<file path="config.mk">
export PLATFORM = sky130hd
export DESIGN_NAME = bpred_resolution_queue_flat
export DESIGN_NICKNAME = d
export VERILOG_FILES = /design/src/rtl/bpred_resolution_queue_pkg.sv /design/src/rtl/bpred_resolution_queue_if.sv /design/src/rtl/bpred_entry_fifo.sv /design/src/rtl/bpred_resolution_queue.sv /design/src/flat_wrapper.sv
export SDC_FILE = /design/constraint.sdc
export NUM_CORES = 1
export LEC_CHECK = 0
export ABC_AREA = 1
export BUFFER_PORTS_ARGS = -buffer_cell sky130_fd_sc_hd__buf_2
export CORE_UTILIZATION = 35
export CTS_BUF_LIST = sky130_fd_sc_hd__clkbuf_16
export DETAILED_ROUTE_END_ITERATION = 8
export PLACE_DENSITY = 0.61
export SLEW_MARGIN = 40
export SYNTH_ARGS = -nofsm -noshare
export SYNTH_HDL_FRONTEND = slang
export SYNTH_SLANG_ARGS = --single-unit
</file>
<file path="constraint.sdc">
create_clock -name i_Clk -period 1.65 [get_ports i_Clk]
set_clock_uncertainty 0.05 [all_clocks]
set_input_delay 0.33 -clock i_Clk [delete_from_list [all_inputs] [get_ports i_Clk]]
set_output_delay 0.33 -clock i_Clk [all_outputs]
set_load 0.01 [all_outputs]
</file>
<file path="src/rtl/bpred_resolution_queue_pkg.sv">
// Shared definitions for the branch resolution queue.
// Entry layout: {index, prediction}, prediction in bit 0.
package bpred_resolution_queue_pkg;
   localparam int BPRED_WIDTH_DEF = 9;
   localparam int DEPTH_DEF = 4;
   localparam int ENTRY_PRED_BIT = 0;
   localparam int ENTRY_IDX_LSB = 1;
endpackage

</file>
<file path="src/rtl/bpred_resolution_queue_if.sv">
// Fetch push, ALU resolve and counter-table update signals.
// Master drives the requests, slave is the queue.
interface bpred_resolution_queue_if #(
   parameter int BPRED_WIDTH = 9,
   parameter int DEPTH = 4
);
   localparam int CW = $clog2(DEPTH) + 1;

   logic                   i_Fetch_Valid;
   logic [BPRED_WIDTH-1:0] i_Fetch_Index;
   logic                   i_Fetch_Prediction;
   logic                   o_Full;
   logic                   o_Empty;
   logic [CW-1:0]          o_Count;
   logic                   i_ALU_Branch_Valid;
   logic                   i_ALU_Branch_Outcome;
   logic                   i_Flush;
   logic                   o_Resolution_Valid;
   logic [BPRED_WIDTH-1:0] o_Resolution_Index;
   logic                   o_Resolution_Outcome;
   logic                   o_Mispredict;
   logic                   o_Underflow;

   modport master (
      output i_Fetch_Valid, i_Fetch_Index, i_Fetch_Prediction,
      output i_ALU_Branch_Valid, i_ALU_Branch_Outcome, i_Flush,
      input  o_Full, o_Empty, o_Count,
      input  o_Resolution_Valid, o_Resolution_Index,
      input  o_Resolution_Outcome, o_Mispredict, o_Underflow
   );

   modport slave (
      input  i_Fetch_Valid, i_Fetch_Index, i_Fetch_Prediction,
      input  i_ALU_Branch_Valid, i_ALU_Branch_Outcome, i_Flush,
      output o_Full, o_Empty, o_Count,
      output o_Resolution_Valid, o_Resolution_Index,
      output o_Resolution_Outcome, o_Mispredict, o_Underflow
   );
endinterface

</file>
<file path="src/rtl/bpred_entry_fifo.sv">
// In-order storage of predicted branches with push/pop/flush.
// Status flags are registered from the next count.
module bpred_entry_fifo #(
   parameter int W = 9,
   parameter int DEPTH = 4,
   localparam int AW = $clog2(DEPTH),
   localparam int CW = AW + 1
) (
   input  logic          clk,
   input  logic          rst_n,
   input  logic          push,
   input  logic [W:0]    push_data,
   input  logic          pop,
   input  logic          flush,
   output logic [W:0]    head_data,
   output logic          pop_ack,
   output logic          full,
   output logic          empty,
   output logic [CW-1:0] count
);
   logic [W:0]    mem [DEPTH];
   logic [AW-1:0] rd_ptr;
   logic [AW-1:0] wr_ptr;
   logic          do_push;
   logic [CW-1:0] count_n;

   assign pop_ack   = pop && !empty;
   assign do_push   = push && (!full || pop_ack) && !flush;
   assign head_data = mem[rd_ptr];

   always_comb begin
      count_n = count;
      if (flush)
         count_n = '0;
      else if (do_push && !pop_ack)
         count_n = count + 1'b1;
      else if (!do_push && pop_ack)
         count_n = count - 1'b1;
   end

   always_ff @(posedge clk or negedge rst_n) begin
      if (!rst_n) begin
         rd_ptr <= '0;
         wr_ptr <= '0;
         count  <= '0;
         empty  <= 1'b1;
         full   <= 1'b0;
      end else begin
         // flush drops everything behind the head being resolved
         if (flush)
            rd_ptr <= wr_ptr;
         else if (pop_ack)
            rd_ptr <= rd_ptr + 1'b1;
         if (do_push)
            wr_ptr <= wr_ptr + 1'b1;
         count <= count_n;
         empty <= (count_n == '0);
         full  <= (count_n == CW'(DEPTH));
      end
   end

   always_ff @(posedge clk) begin
      if (do_push)
         mem[wr_ptr] <= push_data;
   end
endmodule

</file>
<file path="src/rtl/bpred_resolution_queue.sv">
// Tracks predicted branches until the ALU resolves them and
// drives the counter-table update strobe one cycle later.
module bpred_resolution_queue
   import bpred_resolution_queue_pkg::*;
#(
   parameter int BPRED_WIDTH = BPRED_WIDTH_DEF,
   parameter int DEPTH = DEPTH_DEF,
   localparam int CW = $clog2(DEPTH) + 1
) (
   input logic                     i_Clk,
   input logic                     i_Reset_n,
   bpred_resolution_queue_if.slave bus
);
   logic [BPRED_WIDTH:0]   head;
   logic                   pop_ack;
   logic                   full;
   logic                   empty;
   logic [CW-1:0]          count;
   logic                   res_valid;
   logic [BPRED_WIDTH-1:0] res_index;
   logic                   res_outcome;
   logic                   mispredict;
   logic                   underflow;

   bpred_entry_fifo #(
      .W     (BPRED_WIDTH),
      .DEPTH (DEPTH)
   ) u_fifo (
      .clk       (i_Clk),
      .rst_n     (i_Reset_n),
      .push      (bus.i_Fetch_Valid),
      .push_data ({bus.i_Fetch_Index, bus.i_Fetch_Prediction}),
      .pop       (bus.i_ALU_Branch_Valid),
      .flush     (bus.i_Flush),
      .head_data (head),
      .pop_ack   (pop_ack),
      .full      (full),
      .empty     (empty),
      .count     (count)
   );

   always_ff @(posedge i_Clk or negedge i_Reset_n) begin
      if (!i_Reset_n) begin
         res_valid   <= 1'b0;
         res_index   <= '0;
         res_outcome <= 1'b0;
         mispredict  <= 1'b0;
         underflow   <= 1'b0;
      end else begin
         res_valid  <= pop_ack;
         mispredict <= pop_ack &&
            (head[ENTRY_PRED_BIT] ^ bus.i_ALU_Branch_Outcome);
         if (pop_ack) begin
            res_index   <= head[BPRED_WIDTH:ENTRY_IDX_LSB];
            res_outcome <= bus.i_ALU_Branch_Outcome;
         end
         // a resolve with nothing in flight is a pipeline bug; keep it visible
         if (bus.i_ALU_Branch_Valid && empty)
            underflow <= 1'b1;
      end
   end

   assign bus.o_Full               = full;
   assign bus.o_Empty              = empty;
   assign bus.o_Count              = count;
   assign bus.o_Resolution_Valid   = res_valid;
   assign bus.o_Resolution_Index   = res_index;
   assign bus.o_Resolution_Outcome = res_outcome;
   assign bus.o_Mispredict         = mispredict;
   assign bus.o_Underflow          = underflow;
endmodule

</file>
<file path="src/flat_wrapper.sv">
// flat-port wrapper written by rule: the top's interface ports become plain ports
module bpred_resolution_queue_flat import bpred_resolution_queue_pkg::*;
#(
   parameter int BPRED_WIDTH = BPRED_WIDTH_DEF,
   parameter int DEPTH = DEPTH_DEF,
   localparam int CW = $clog2(DEPTH) + 1
)
  (i_Clk, i_Reset_n, bus_i_Fetch_Valid, bus_i_Fetch_Index, bus_i_Fetch_Prediction, bus_i_ALU_Branch_Valid, bus_i_ALU_Branch_Outcome, bus_i_Flush, bus_o_Full, bus_o_Empty, bus_o_Count, bus_o_Resolution_Valid, bus_o_Resolution_Index, bus_o_Resolution_Outcome, bus_o_Mispredict, bus_o_Underflow);
  bpred_resolution_queue_if #(.BPRED_WIDTH(BPRED_WIDTH), .DEPTH(DEPTH)) bus_i ();
  input logic i_Clk;
  input logic i_Reset_n;
  input wire logic [$bits(bus_i.i_Fetch_Valid)-1:0] bus_i_Fetch_Valid;
  input wire logic [$bits(bus_i.i_Fetch_Index)-1:0] bus_i_Fetch_Index;
  input wire logic [$bits(bus_i.i_Fetch_Prediction)-1:0] bus_i_Fetch_Prediction;
  input wire logic [$bits(bus_i.i_ALU_Branch_Valid)-1:0] bus_i_ALU_Branch_Valid;
  input wire logic [$bits(bus_i.i_ALU_Branch_Outcome)-1:0] bus_i_ALU_Branch_Outcome;
  input wire logic [$bits(bus_i.i_Flush)-1:0] bus_i_Flush;
  output wire logic [$bits(bus_i.o_Full)-1:0] bus_o_Full;
  output wire logic [$bits(bus_i.o_Empty)-1:0] bus_o_Empty;
  output wire logic [$bits(bus_i.o_Count)-1:0] bus_o_Count;
  output wire logic [$bits(bus_i.o_Resolution_Valid)-1:0] bus_o_Resolution_Valid;
  output wire logic [$bits(bus_i.o_Resolution_Index)-1:0] bus_o_Resolution_Index;
  output wire logic [$bits(bus_i.o_Resolution_Outcome)-1:0] bus_o_Resolution_Outcome;
  output wire logic [$bits(bus_i.o_Mispredict)-1:0] bus_o_Mispredict;
  output wire logic [$bits(bus_i.o_Underflow)-1:0] bus_o_Underflow;
  assign bus_i.i_Fetch_Valid = bus_i_Fetch_Valid;
  assign bus_i.i_Fetch_Index = bus_i_Fetch_Index;
  assign bus_i.i_Fetch_Prediction = bus_i_Fetch_Prediction;
  assign bus_i.i_ALU_Branch_Valid = bus_i_ALU_Branch_Valid;
  assign bus_i.i_ALU_Branch_Outcome = bus_i_ALU_Branch_Outcome;
  assign bus_i.i_Flush = bus_i_Flush;
  assign bus_o_Full = bus_i.o_Full;
  assign bus_o_Empty = bus_i.o_Empty;
  assign bus_o_Count = bus_i.o_Count;
  assign bus_o_Resolution_Valid = bus_i.o_Resolution_Valid;
  assign bus_o_Resolution_Index = bus_i.o_Resolution_Index;
  assign bus_o_Resolution_Outcome = bus_i.o_Resolution_Outcome;
  assign bus_o_Mispredict = bus_i.o_Mispredict;
  assign bus_o_Underflow = bus_i.o_Underflow;
  bpred_resolution_queue #(.BPRED_WIDTH(BPRED_WIDTH), .DEPTH(DEPTH)) u_core (.i_Clk(i_Clk), .i_Reset_n(i_Reset_n), .bus(bus_i));
endmodule
</file>
# Word-level counts from Yosys, hierarchy flattened
# Memory sizes are Yosys's and may differ from the RTL's.
# Index checks and enable logic that the tools add are counted.
word_totals:
  regBits: 22
  ram_bits: 40
  n_memories: 1
mem_list:
  columns: ["name", "depth", "word_bits", "rd", "rd_clocked_by_memory_dff", "wr", "line_no", "text"]
  rows:
  - ["u_core.u_fifo.mem", 4, 10, 1, 0, 1, "bpred_entry_fifo.sv:21", "logic [W:0] mem [DEPTH];"]
op_classes:
  addsub: 4
  n_reduce_logical: 15
  n_eq_ne: 1
  n_mux: 7
  bitwise: 1
op_table:
  columns: ["op", "n"]
  rows:
  - ["2-to-1 mux 3 bit", 3]
  - ["logical AND 1 bit", 7]
  - ["zero test 1 bit", 5]
  - ["adder 2 x 1 -> 2 bit (second input constant)", 2]
  - ["2-to-1 mux 2 bit", 2]
  - ["adder 3 x 1 -> 3 bit (second input constant)", 1]
  - ["equality test 3 bit (second input constant)", 1]
  - ["zero test 3 bit", 1]
  - ["subtractor 3 x 1 -> 3 bit (second input constant)", 1]
  - ["2-to-1 mux 1 bit", 2]
  - ["nonzero test 2 bit", 1]
  - ["logical OR 1 bit", 1]
  - ["XOR 1 bit", 1]

# Depth between registers and ports, before layout
depth:
  word_depth: 11
  mapped_depth: 11
  ltp_nobuf: 11

# Cells and area by module
# A second synthesis with hierarchy kept.
hier_totals:
  hier_cells: 227
  area_unflattened_um2: 2572.5
by_module_without_submodules:
  columns: ["mod", "n_inst", "area_per_inst_um2", "cells_each"]
  rows:
  - ["bpred_entry_fifo", 1, 2072.0, 177]
  - ["bpred_resolution_queue", 1, 500.5, 50]

# Least setup slack after synthesis
# No wires, ideal clock.
synth_timing:
  path_kind: "register to register"
  from: "reg u_core.u_fifo.wr_ptr[0]"
  to: "mem u_core.u_fifo.mem[0][0] (netlist name), enable pin"
  setup_time_ps: 376
  path_buffers: 0
  stages_incl_launch_ff: 5
  arrival_ps: 1138
  required_ps: 1224
  slack_ps: 86
  cell_sequence: "dfrtp_1 -> inv_1 -> ha_1 -> inv_1 -> nor2_1"
synth_lines:
  columns: ["item", "line_no", "text"]
  rows:
  - ["start: declaration", "bpred_entry_fifo.sv:23", "logic [AW-1:0] wr_ptr;"]
  - ["start signal: assignment", "bpred_entry_fifo.sv:55", "wr_ptr <= wr_ptr + 1'b1;"]
  - ["end: declaration", "bpred_entry_fifo.sv:21", null]
# Straight into the memory's write port.

# Worst setup path in the final report
layout_timing:
  from: "reg u_core.u_fifo.empty"
  to: "mem u_core.u_fifo.mem[3][2] (netlist name), enable pin"
layout_between:
  elab_chain_cells: 7
layout_lines:
  columns: ["item", "line_no", "text"]
  rows:
  - ["start: declaration", "bpred_entry_fifo.sv:18", "output logic empty,"]
  - ["start signal: assignment", "bpred_entry_fifo.sv:57", "empty <= (count_n == '0);"]
  - ["zero test 1 bit", "bpred_entry_fifo.sv:27", "assign pop_ack = pop && !empty;"]
  - ["logical AND 1 bit", "bpred_entry_fifo.sv:27", null]
  - ["logical OR 1 bit", "bpred_entry_fifo.sv:28", "assign do_push = push && (!full || pop_ack) && !flush;"]
  - ["logical AND 1 bit (2 in a row)", "bpred_entry_fifo.sv:28", null]
  - ["2-to-1 mux 1 bit", "bpred_entry_fifo.sv:63", "if (do_push)"]
  - ["2-to-1 mux 1 bit (not written as such)", "bpred_entry_fifo.sv:64", "mem[wr_ptr] <= push_data;"]
# Every way passes these cells.

==> flow_summary.toml <==
[timing]
max_freq_ghz = 0.687
finalCritPeriodShare_pct = 88.3
relSlewSlack_pct = 63.0
hold_violations = 0
min_period_ps = 1460
rsz0062_at_grt = "false"
report.final.setup_viol = 0
drv_slew = 0
tns_ps = 0
worst_pin_slew_ps = 555

[grt]
antenna_found_initial = 0
top_usage_layer = "met2"
grt_pass1_vias = 1688
grt_pass1_wl_mm = 8.02
grt_max_degree = 23
grt_use_met2_pct = 24.1
overflow = 0
grt_use_met1_pct = 17.6
gr-usage-met3_pct = 5.40
track_usage_pct = 14.8

[synth]
yosys-top-cells-area = "edfxtp_1, dfrtp_1, nor2_1"
ys_seq_area_share_pct = 68.5
synth_cells = 226
synthesis.nets = 248
syn_area_um2 = 2560
yosys_warnings = 0
ys.flop_type = "edfxtp_1"
netlist.top_cell.by_area = "edfxtp_1"
synth_edf_count = 40
ys_seq_elements = 62
yosysTopAreaCellShare_pct = 47.0
ys_types = 26
avgSynthCellArea_um2 = 11.3
synthArstFlopShare_pct = 35.5

[floorplanning]
die_w_um = 87.5
start_util_pct = 36.8
core_area_um2 = 6940
rows = 30
dieHeight_um = 87.5
die-area_um2 = 7650
io_pins = 34

[detailed_routing]
antenna_left = 0
drc = 0
wl_mm = 4.85
wl_per_cell_um = 13.0
firstDrtPassIters = 4
dr.first_iter.drc_count = 50
viasPerCell = 4.53
num_vias = 1695

[place]
place.gp.congestion = 0.702
dp_hpwl_mm = 3.28
portBuffers = 33
postPlaceCellArea_um2 = 2880

[layout]
n_fill_cell = 634
post-route-util_pct = 46.6
area_growth_pct = 26.5
drive_above_1_share_pct = 27.0
antenna_cells = 0
fin_nets = 295
fin_area_um2 = 3230

[power]
ir_worst_vdd_v = 0.000977
leakage_nw = 1.37
power_density_nw_per_um2 = 1770
p_total_mw = 5.74

[clock_tree]
path_clk_slew_ps = 50
clk_latency_ps = 320
htreeDepth = 3
cts_resized = 0
cts_tree = "built"
cts_sinks = 62
post_cts_buffers = 0
root_buffer = "clkbuf_16"
numCtsBuffers = 9
clk_path_buf_depth = 2

[hold_path]
hold_class = "primary input to flip-flop"

[status]
run_status = "finished clean"

[critical_path]
arrival_ps = 1480
path_class = "flip-flop to flip-flop"
startpoint_type = "flip-flop"
end_kind = "flip-flop"
required_ps = 1670
cp_max_fo = 10

[run]
drv_cap = 0
==> Yosys cell counts, types with 2 or more instances <==
| cell | number |
|---|---|
| a21oi_1 | 3 |
| a31oi_1 | 9 |
| buf_2 | 5 |
| clkbuf_1 | 2 |
| dfrtp_1 | 21 |
| edfxtp_1 | 40 |
| ha_1 | 6 |
| inv_1 | 17 |
| inv_2 | 6 |
| nand2_1 | 18 |
| nand2_2 | 2 |
| nand3_1 | 6 |
| nand3_2 | 2 |
| nand4_1 | 2 |
| nor2_1 | 54 |
| nor2_2 | 3 |
| o21ai_0 | 20 |
| xor2_1 | 2 |
==> registers in the layout, summed over array words and instances (netlist names) <==
register	count
u_core.u_fifo.mem	40
u_core.bus.o_Resolution_Outcome	1
u_core.u_fifo.empty	1
u_core.bus.o_Resolution_Valid	1
u_core.u_fifo.full	1
u_core.bus.o_Mispredict	1
u_core.u_fifo.count	3
u_core.bus.o_Resolution_Index	9
u_core.u_fifo.rd_ptr	2
u_core.u_fifo.wr_ptr	2
u_core.bus.o_Underflow	1
==> worst max-delay path, cell delays in order (launching register included) <==
cell	delay (ps)
dfstp_2	570
nor2_4	50
o21ai_2	260
nor2_1	80
buf_4	200
==> worst paths after layout <==
check,from,endpoint,slack (ps),cells past startpoint
hold reg to reg,u_core.bus.o_Underflow$_DFFE_PN0P_,u_core.bus.o_Underflow$_DFFE_PN0P_,420,1
min in group asynchronous,i_Reset_n,u_core.bus.o_Resolution_Index[5]$_DFFE_PN0P_,480,2
setup / recovery,u_core.u_fifo.empty$_DFF_PN1_,u_core.u_fifo.mem[3][2]$_DFFE_PP_,190,4
setup reg to reg,u_core.u_fifo.empty$_DFF_PN1_,u_core.u_fifo.mem[3][2]$_DFFE_PP_,190,4
max in group asynchronous,i_Reset_n,u_core.u_fifo.empty$_DFF_PN1_,700,2
hold / removal,bus_i_Fetch_Index[3],u_core.u_fifo.mem[1][4]$_DFFE_PP_,180,1
==> cell type report <==
type	count	area (µm²)	share of cell area (%)
Timing Repair Buffer	43	243	7.50
Sequential cell	62	1750	54.2
Clock inverter	7	121	3.75
Multi-Input combinational cell	134	686	21.2
Inverter	23	86.3	2.67
Tap cell	96	120	3.71
Clock buffer	9	225	6.96
==> what timing repair did <==
item | in CTS | in global routing
hold buffers | 1 | 0
endpoints found under the hold margin | 21 | 0
endpoints found under the setup margin | 0 | 0
==> routing by layer <==
metal | share of wire, % | vias to the layer above
met5 | 0 | -
met4 | 1.0 | 0
met3 | 4.5 | 4
met2 | 48 | 45
met1 | 47 | 791
li1 | - | 855
==> per-stage QoR <==
step / setup WS (ps) / instances / hold WS (ps)
5_1_grt: 131 / 374 / 164
3_5_place_dp: 135 / 357 / 303
6_report: 194 / 374 / 176
4_1_cts: 176 / 374 / 167
3_3_place_gp: 183 / 357 / 296
2_1_floorplan: 85.8 / 226 / -15.6
==> cells by family after synthesis <==
| logic type | after synthesis | synth area share (%) |
|---|---|---|
| DFF | 62 | 68.5 |
| xor gates and xnor gates | 2 | 0.685 |
| buffers and inverters | 30 | 4.65 |
| AOI/OAI and AO/OA | 37 | 8.07 |
| adders and majority gates | 6 | 2.94 |
| and+or+nand+nor | 89 | 15.1 |
==> cells in the final DEF (no fill, tap or decap) <==
cell	n
nor2_1	54
edfxtp_1	40
buf_2	33
dfrtp_1	21
o21ai_0	20
nand2_1	18
inv_1	17
a31oi_1	9
clkbuf_16	9
buf_4	9
inv_2	6
nand3_1	6
ha_1	6
nor2_2	3
a21oi_1	3
bufinv_16	3
nand3_2	2
nand2_2	2
nand4_1	2
xor2_1	2
clkinv_4	2
nor2_4	1
nand2_4	1
o21ai_2	1
o21a_1	1
o21ai_1	1
o22ai_1	1
o21bai_1	1
clkinv_2	1
inv_6	1
dlygate4sd3_1	1
dfstp_2	1
==> power breakdown <==
part           total (mW)  internal, mW  leakage [nW]  switching, mW
registers            2.16          1.98         0.618          0.178
clock network        2.14          1.48         0.170          0.660
logic                1.44         0.543         0.586          0.895
total                5.74          4.00          1.37           1.73
(Power assumes the default switching activity.)
